[config.mk]
export PLATFORM = sky130hd
export DESIGN_NAME = sipo_deserializer
export DESIGN_NICKNAME = d
export VERILOG_FILES = /design/src/rtl/sipo_pkg.sv /design/src/rtl/sipo_bit_cnt.sv /design/src/rtl/sipo_deserializer.sv
export SDC_FILE = /design/constraint.sdc
export NUM_CORES = 1
export LEC_CHECK = 0
export CORE_AREA = 2 2 39 41
export CTS_CLUSTER_DIAMETER = 60
export DETAILED_ROUTE_END_ITERATION = 10
export DIE_AREA = 0 0 41 43
export GPL_ROUTABILITY_DRIVEN = 0
export PLACE_DENSITY = 0.69
export SLEW_MARGIN = 30
export SYNTH_ARGS = -nofsm -noshare
export SYNTH_HDL_FRONTEND = slang
export SYNTH_SLANG_ARGS = --single-unit
[constraint.sdc]
create_clock -name c -period 1.65 [get_ports c]
set_input_delay 0.33 -clock c [delete_from_list [all_inputs] [get_ports c]]
set_output_delay 0.33 -clock c [all_outputs]
set_load 0.02 [all_outputs]
[src/rtl/sipo_pkg.sv]
// Shared definitions for the serial-in, parallel-out receiver.
//   SIPO_WIDTH_DEF      default data word width
//   sipo_frame_len()    bits per frame: WIDTH, or WIDTH+1 when SIPO_PARITY_EN adds a parity bit
//   sipo_hs_t           registered handshake status {par_valid, overrun}
// Optional feature macro: SIPO_PARITY_EN (even-parity bit appended to every frame).
package sipo_pkg;

  localparam int unsigned SIPO_WIDTH_DEF = 4;

`ifdef SIPO_PARITY_EN
  localparam bit SIPO_PARITY = 1'b1;
`else
  localparam bit SIPO_PARITY = 1'b0;
`endif

  function automatic int unsigned sipo_frame_len(input int unsigned width);
    return SIPO_PARITY ? width + 1 : width;
  endfunction

  localparam int unsigned SIPO_FRAME_LEN_DEF = sipo_frame_len(SIPO_WIDTH_DEF);

  typedef struct packed {
    logic par_valid;
    logic overrun;
  } sipo_hs_t;

endpackage

[src/rtl/sipo_bit_cnt.sv]
// Modulo-Mod bit counter for the deserializer frame.
//   clk_i  clock              rst_i  async reset, active-high
//   clr_i  synchronous clear (wins over inc_i)
//   inc_i  advance by one, wrapping Mod-1 -> 0
//   cnt_o  current count      tc_o   count is at Mod-1 (next increment completes a frame)
module sipo_bit_cnt #(
  parameter int unsigned Mod  = 4,
  parameter int unsigned CntW = $clog2(Mod + 1)
) (
  input  logic            clk_i,
  input  logic            rst_i,
  input  logic            clr_i,
  input  logic            inc_i,
  output logic [CntW-1:0] cnt_o,
  output logic            tc_o
);

  logic [CntW-1:0] cnt_d, cnt_q;

  assign tc_o  = (cnt_q == CntW'(Mod - 1));
  assign cnt_o = cnt_q;

  always_comb begin
    cnt_d = cnt_q;
    if (clr_i) begin
      cnt_d = '0;
    end else if (inc_i) begin
      cnt_d = tc_o ? '0 : cnt_q + CntW'(1);
    end
  end

  always_ff @(posedge clk_i or posedge rst_i) begin
    if (rst_i) begin
      cnt_q <= '0;
    end else begin
      cnt_q <= cnt_d;
    end
  end

endmodule

[src/rtl/sipo_deserializer.sv]
// Serial-in, parallel-out receiver, MSB first, with a valid/ready word output.
//   c          clock                   rst        async reset, active-high
//   clr        abort partial word      ser_in     serial data bit
//   ser_valid  sample ser_in this edge par_out    last completed word (MSB = first bit)
//   par_err    parity error flag (only with SIPO_PARITY_EN)
//   par_valid  par_out unconsumed      par_ready  consumer accepts when par_valid && par_ready
//   overrun    one-cycle pulse, completed word dropped
//   bit_cnt    bits collected for the current frame
// Optional feature macro: SIPO_PARITY_EN adds a trailing even-parity bit and the par_err port.
module sipo_deserializer
  import sipo_pkg::*;
#(
  parameter int unsigned WIDTH = SIPO_WIDTH_DEF,
  parameter int unsigned CNT_W = $clog2(WIDTH + 1)
) (
  input  logic             c,
  input  logic             rst,
  input  logic             clr,
  input  logic             ser_in,
  input  logic             ser_valid,
  output logic [WIDTH-1:0] par_out,
`ifdef SIPO_PARITY_EN
  output logic             par_err,
`endif
  output logic             par_valid,
  input  logic             par_ready,
  output logic             overrun,
  output logic [CNT_W-1:0] bit_cnt
);

  localparam int unsigned FrameLen = sipo_frame_len(WIDTH);
  // Without parity the last data bit bypasses the register, so only WIDTH-1 bits are stored.
  localparam int unsigned SrW      = SIPO_PARITY ? WIDTH : WIDTH - 1;

  logic [SrW-1:0]   sr_d, sr_q;
  logic [WIDTH-1:0] par_out_d, par_out_q;
  logic [WIDTH-1:0] word_new;
  logic             err_new, par_err_d, par_err_q;
  sipo_hs_t         hs_d, hs_q;
  logic             take, done, tc;

  sipo_bit_cnt #(
    .Mod  (FrameLen),
    .CntW (CNT_W)
  ) u_bit_cnt (
    .clk_i (c),
    .rst_i (rst),
    .clr_i (clr),
    .inc_i (ser_valid),
    .cnt_o (bit_cnt),
    .tc_o  (tc)
  );

  assign take = ser_valid & ~clr;
  assign done = take & tc;

  always_comb begin
    if (SIPO_PARITY) begin
      word_new = WIDTH'(sr_q);
      err_new  = (^sr_q) ^ ser_in;
    end else begin
      word_new = WIDTH'({sr_q, ser_in});
      err_new  = 1'b0;
    end
  end

  always_comb begin
    sr_d = sr_q;
    if (clr) begin
      sr_d = '0;
    end else if (take && !(SIPO_PARITY && tc)) begin
      // The parity bit is not data; it is never shifted in.
      sr_d = SrW'({sr_q, ser_in});
    end
  end

  always_comb begin
    par_out_d      = par_out_q;
    par_err_d      = par_err_q;
    hs_d.par_valid = hs_q.par_valid;
    hs_d.overrun   = 1'b0;
    if (done) begin
      if (hs_q.par_valid && !par_ready) begin
        hs_d.overrun = 1'b1;
      end else begin
        par_out_d      = word_new;
        par_err_d      = err_new;
        hs_d.par_valid = 1'b1;
      end
    end else if (hs_q.par_valid && par_ready) begin
      hs_d.par_valid = 1'b0;
    end
  end

  always_ff @(posedge c or posedge rst) begin
    if (rst) begin
      sr_q      <= '0;
      par_out_q <= '0;
      par_err_q <= 1'b0;
      hs_q      <= '0;
    end else begin
      sr_q      <= sr_d;
      par_out_q <= par_out_d;
      par_err_q <= par_err_d;
      hs_q      <= hs_d;
    end
  end

  assign par_out   = par_out_q;
  assign par_valid = hs_q.par_valid;
  assign overrun   = hs_q.overrun;

`ifdef SIPO_PARITY_EN
  assign par_err = par_err_q;
`else
  logic unused_par_err;
  assign unused_par_err = par_err_q ^ err_new;
`endif

endmodule

==> results of run 1 <==
## routing by layer
layer / vias to the layer above / wire length [um] / share of wire / track usage
li1: 176 / - / - / -
met1: 171 / 421 / 0.42 / 0.176
met2: 11 / 521 / 0.52 / 0.231
met3: 2 / 44 / 0.044 / 0.0471
met4: 0 / 14 / 0.014 / 0.100
met5: - / 0 / 0 / 0
## registers in the layout, indices dropped and copies added, names as in the netlist
| register | cells |
|---|---|
| par_out | 4 |
| sr_q | 3 |
| u_bit_cnt.cnt_o | 3 |
| overrun | 1 |
| par_valid | 1 |
## cells in the mapped netlist
library cell / number / share of area
mux2_4: 4 / 0.11
nor2_1: 4 / 0.028
clkbuf_8: 1 / 0.026
nand3b_1: 1 / 0.014
nand3_1: 2 / 0.019
nor2_4: 1 / 0.021
nand4_4: 1 / 0.040
a21oi_1: 2 / 0.019
mux2i_1: 3 / 0.056
nand2b_1: 3 / 0.035
a211oi_1: 1 / 0.014
nand2b_2: 1 / 0.016
inv_1: 2 / 0.014
dfrtp_1: 12 / 0.56
nand2_1: 1 / 0.0070
ha_1: 1 / 0.023
## cells by family (layout without fill, tap and decap cells)
family                   Yosys count  count (layout)  synth area share
AO/OA/AOI/OAI                      3               3            0.0326
adder cells (fa/ha/maj)            1               1            0.0233
buffers and inverters              3              22            0.0395
flip-flops                        12              12             0.558
multiplexers                       7               7             0.167
AND/OR/NAND/NOR                   14              14             0.179
## final cells by class
| cell class | instances | area share |
|---|---|---|
| sequential | 12 | 0.407 |
| clock buffer | 4 | 0.0492 |
| tap | 16 | 0.0272 |
| timing repair buffer | 16 | 0.212 |
| multi-input combinational | 25 | 0.294 |
| inverter | 2 | 0.0102 |
## power by group
group	internal (W)	leakage, nW	switching [W]
sequential	0.000306	0.165	0.00000867
clock	0.000134	0.0210	0.0000959
combinational	0.0000458	0.182	0.0000398
## how the worst min path moves through the flow
| stage | cells past startpoint | startpoint | slack, ns | to |
|---|---|---|---|---|
| final | 2 | rst | 0.36 | par_out[1] |
| after global routing | 2 | rst | 0.40 | par_out[1] |
| after CTS | 2 | rst | 0.37 | par_out[1] |
| after detailed placement | 1 | par_out[0] | 0.51 | par_out[0] |
| after global placement | 1 | sr_q[2] | 0.50 | par_out[3] |
| after floorplan | 1 | rst | 0.19 | overrun |
## metrics by stage
stage,setup WS [ns],hold WS [ns],total power [W],util
CTS,0.0248,0.370,0.000643,0.531
floorplan,0.341,0.195,0.000365,-
detailed placement,0.0957,0.507,0.000407,0.505
finish,0.0433,0.359,0.000630,0.533
global route,0.00376,0.399,0.000664,0.533
global placement,0.116,0.499,0.000406,0.505
## what timing repair did
item                       4_1_cts  5_1_grt
gates resized for setup          1        1
setup endpoints to repair        1        1
hold endpoints to repair         0        0
buffers inserted                 0        0
==> out/metrics.yaml, run 1 <==
status: "complete, no violations"
worst-path-buf-inv: 1
worstSetupEndpointType: "output port"
place_area_um2: 699
fmaxAchievable_mhz: 622
slowest_delay_ns: 0.62
relSlewSlack: 0.709
dpl.cell_count: 71
maxSlewViolCount: 0
critPathMaxFanout: 3
hold_buffers: 0
die_height_um: 43
first_pass_iters: 4
vias_per_cell: 4.80
final.min_clock_period_ns: 1.61
hold_viol_final: 0
crit_type: "reg -> out"
gr-usage-all-layers: 0.153
synth_fp_nets: 47
io_buffer_count: 14
synth_seq_cells: 12
cp.depth: 1
setup_tns_ns: 0
worst_pin_slew_ns: 0.436
grt_pass1_wl_mm: 1.74
setup_viol: 0
clk_latency_ns: 0.27
cp.arrival_ns: 1.28
crit_required_ns: 1.32
ir_worst_vdd_uv: 422
slowest_stage: "clkdlybuf4s50_1"
worstPathCellList: "clkdlybuf4s50_1"
antenna_left: 0
clock-sinks: 12
htree_levels: 1
num_rows: 14
drv_cap: 0
core_area_um2: 1380
grt_max_degree: 13
p_leak_nw: 0.367
rr_endpoint: "par_out[3]"
cp-start-kind: "register"
synth_area_per_cell_um2: 13.5
hold_class: "in -> async"
timing.rr.start: "u_bit_cnt.cnt_o[1]"
ios: 15
cts_tree: "done"
dr_total_vias: 360
yosysSeqAreaShare: 0.558
die_area_um2: 1760
powerDensity_nw_per_um2: 855
reg2regPathDepth: 3
hpwl_um: 771
drive_gt1_frac: 0.220
routed_wl_mm: 1.00
postLayoutCellArea_um2: 737
drc: 0
layoutNonFillerInstCount: 75
grt_pass1_vias: 418
clock_path_buffers: 2
die_w_um: 41
finClkSkew_ns: 0.00250
synth_cell_type_count: 16
seq_area_um2: 300
grt-ovfl-total: 0
start_util: 0.389
num_antenna_cells: 0
r2r_setup_slack_ns: 0.40
cts_root_buffer: "clkbuf_4"
multi_input_area_um2: 216
netlist_instances: 40
startpoint: "u_bit_cnt.cnt_o[1]"
rsz0062_at_grt: "no"
mostFrequentLayoutCells: "12 x clkdlybuf4s50_1, 12 x dfrtp_1, 4 x mux2_4, 4 x nor2_1"
worstSetupEndpoint: "bit_cnt[1]"
crit_family: "buffers and inverters"
wl_per_cell_um: 13.3
yosys_warnings: 0
drt-initial-drc-count: 7
syn_to_final_growth_pct: 37.0
fin_crit_sh: 0.974
synthesis.area_um2: 538
nNetsFinal: 67
cts_buffers: 3
antenna_found_initial: 0
clk_pin_slew_ns: 0.08
fillerInstances: 153
(Power assumes the default switching activity.)
==> run 2: changes to the inputs <==
--- a/config.mk
+++ b/config.mk
@@ -6,7 +6,7 @@
 export NUM_CORES = 1
 export LEC_CHECK = 0
 export CORE_AREA = 2 2 39 41
-export CTS_CLUSTER_DIAMETER = 60
+export CTS_CLUSTER_DIAMETER = 50
 export DETAILED_ROUTE_END_ITERATION = 10
 export DIE_AREA = 0 0 41 43
 export GPL_ROUTABILITY_DRIVEN = 0
@@ -15,3 +15,4 @@
 export SYNTH_ARGS = -nofsm -noshare
 export SYNTH_HDL_FRONTEND = slang
 export SYNTH_SLANG_ARGS = --single-unit
+export TNS_END_PERCENT = 10
==> results of run 2 <==
No change in the layout: final DEF, timing and power equal those of run 1.
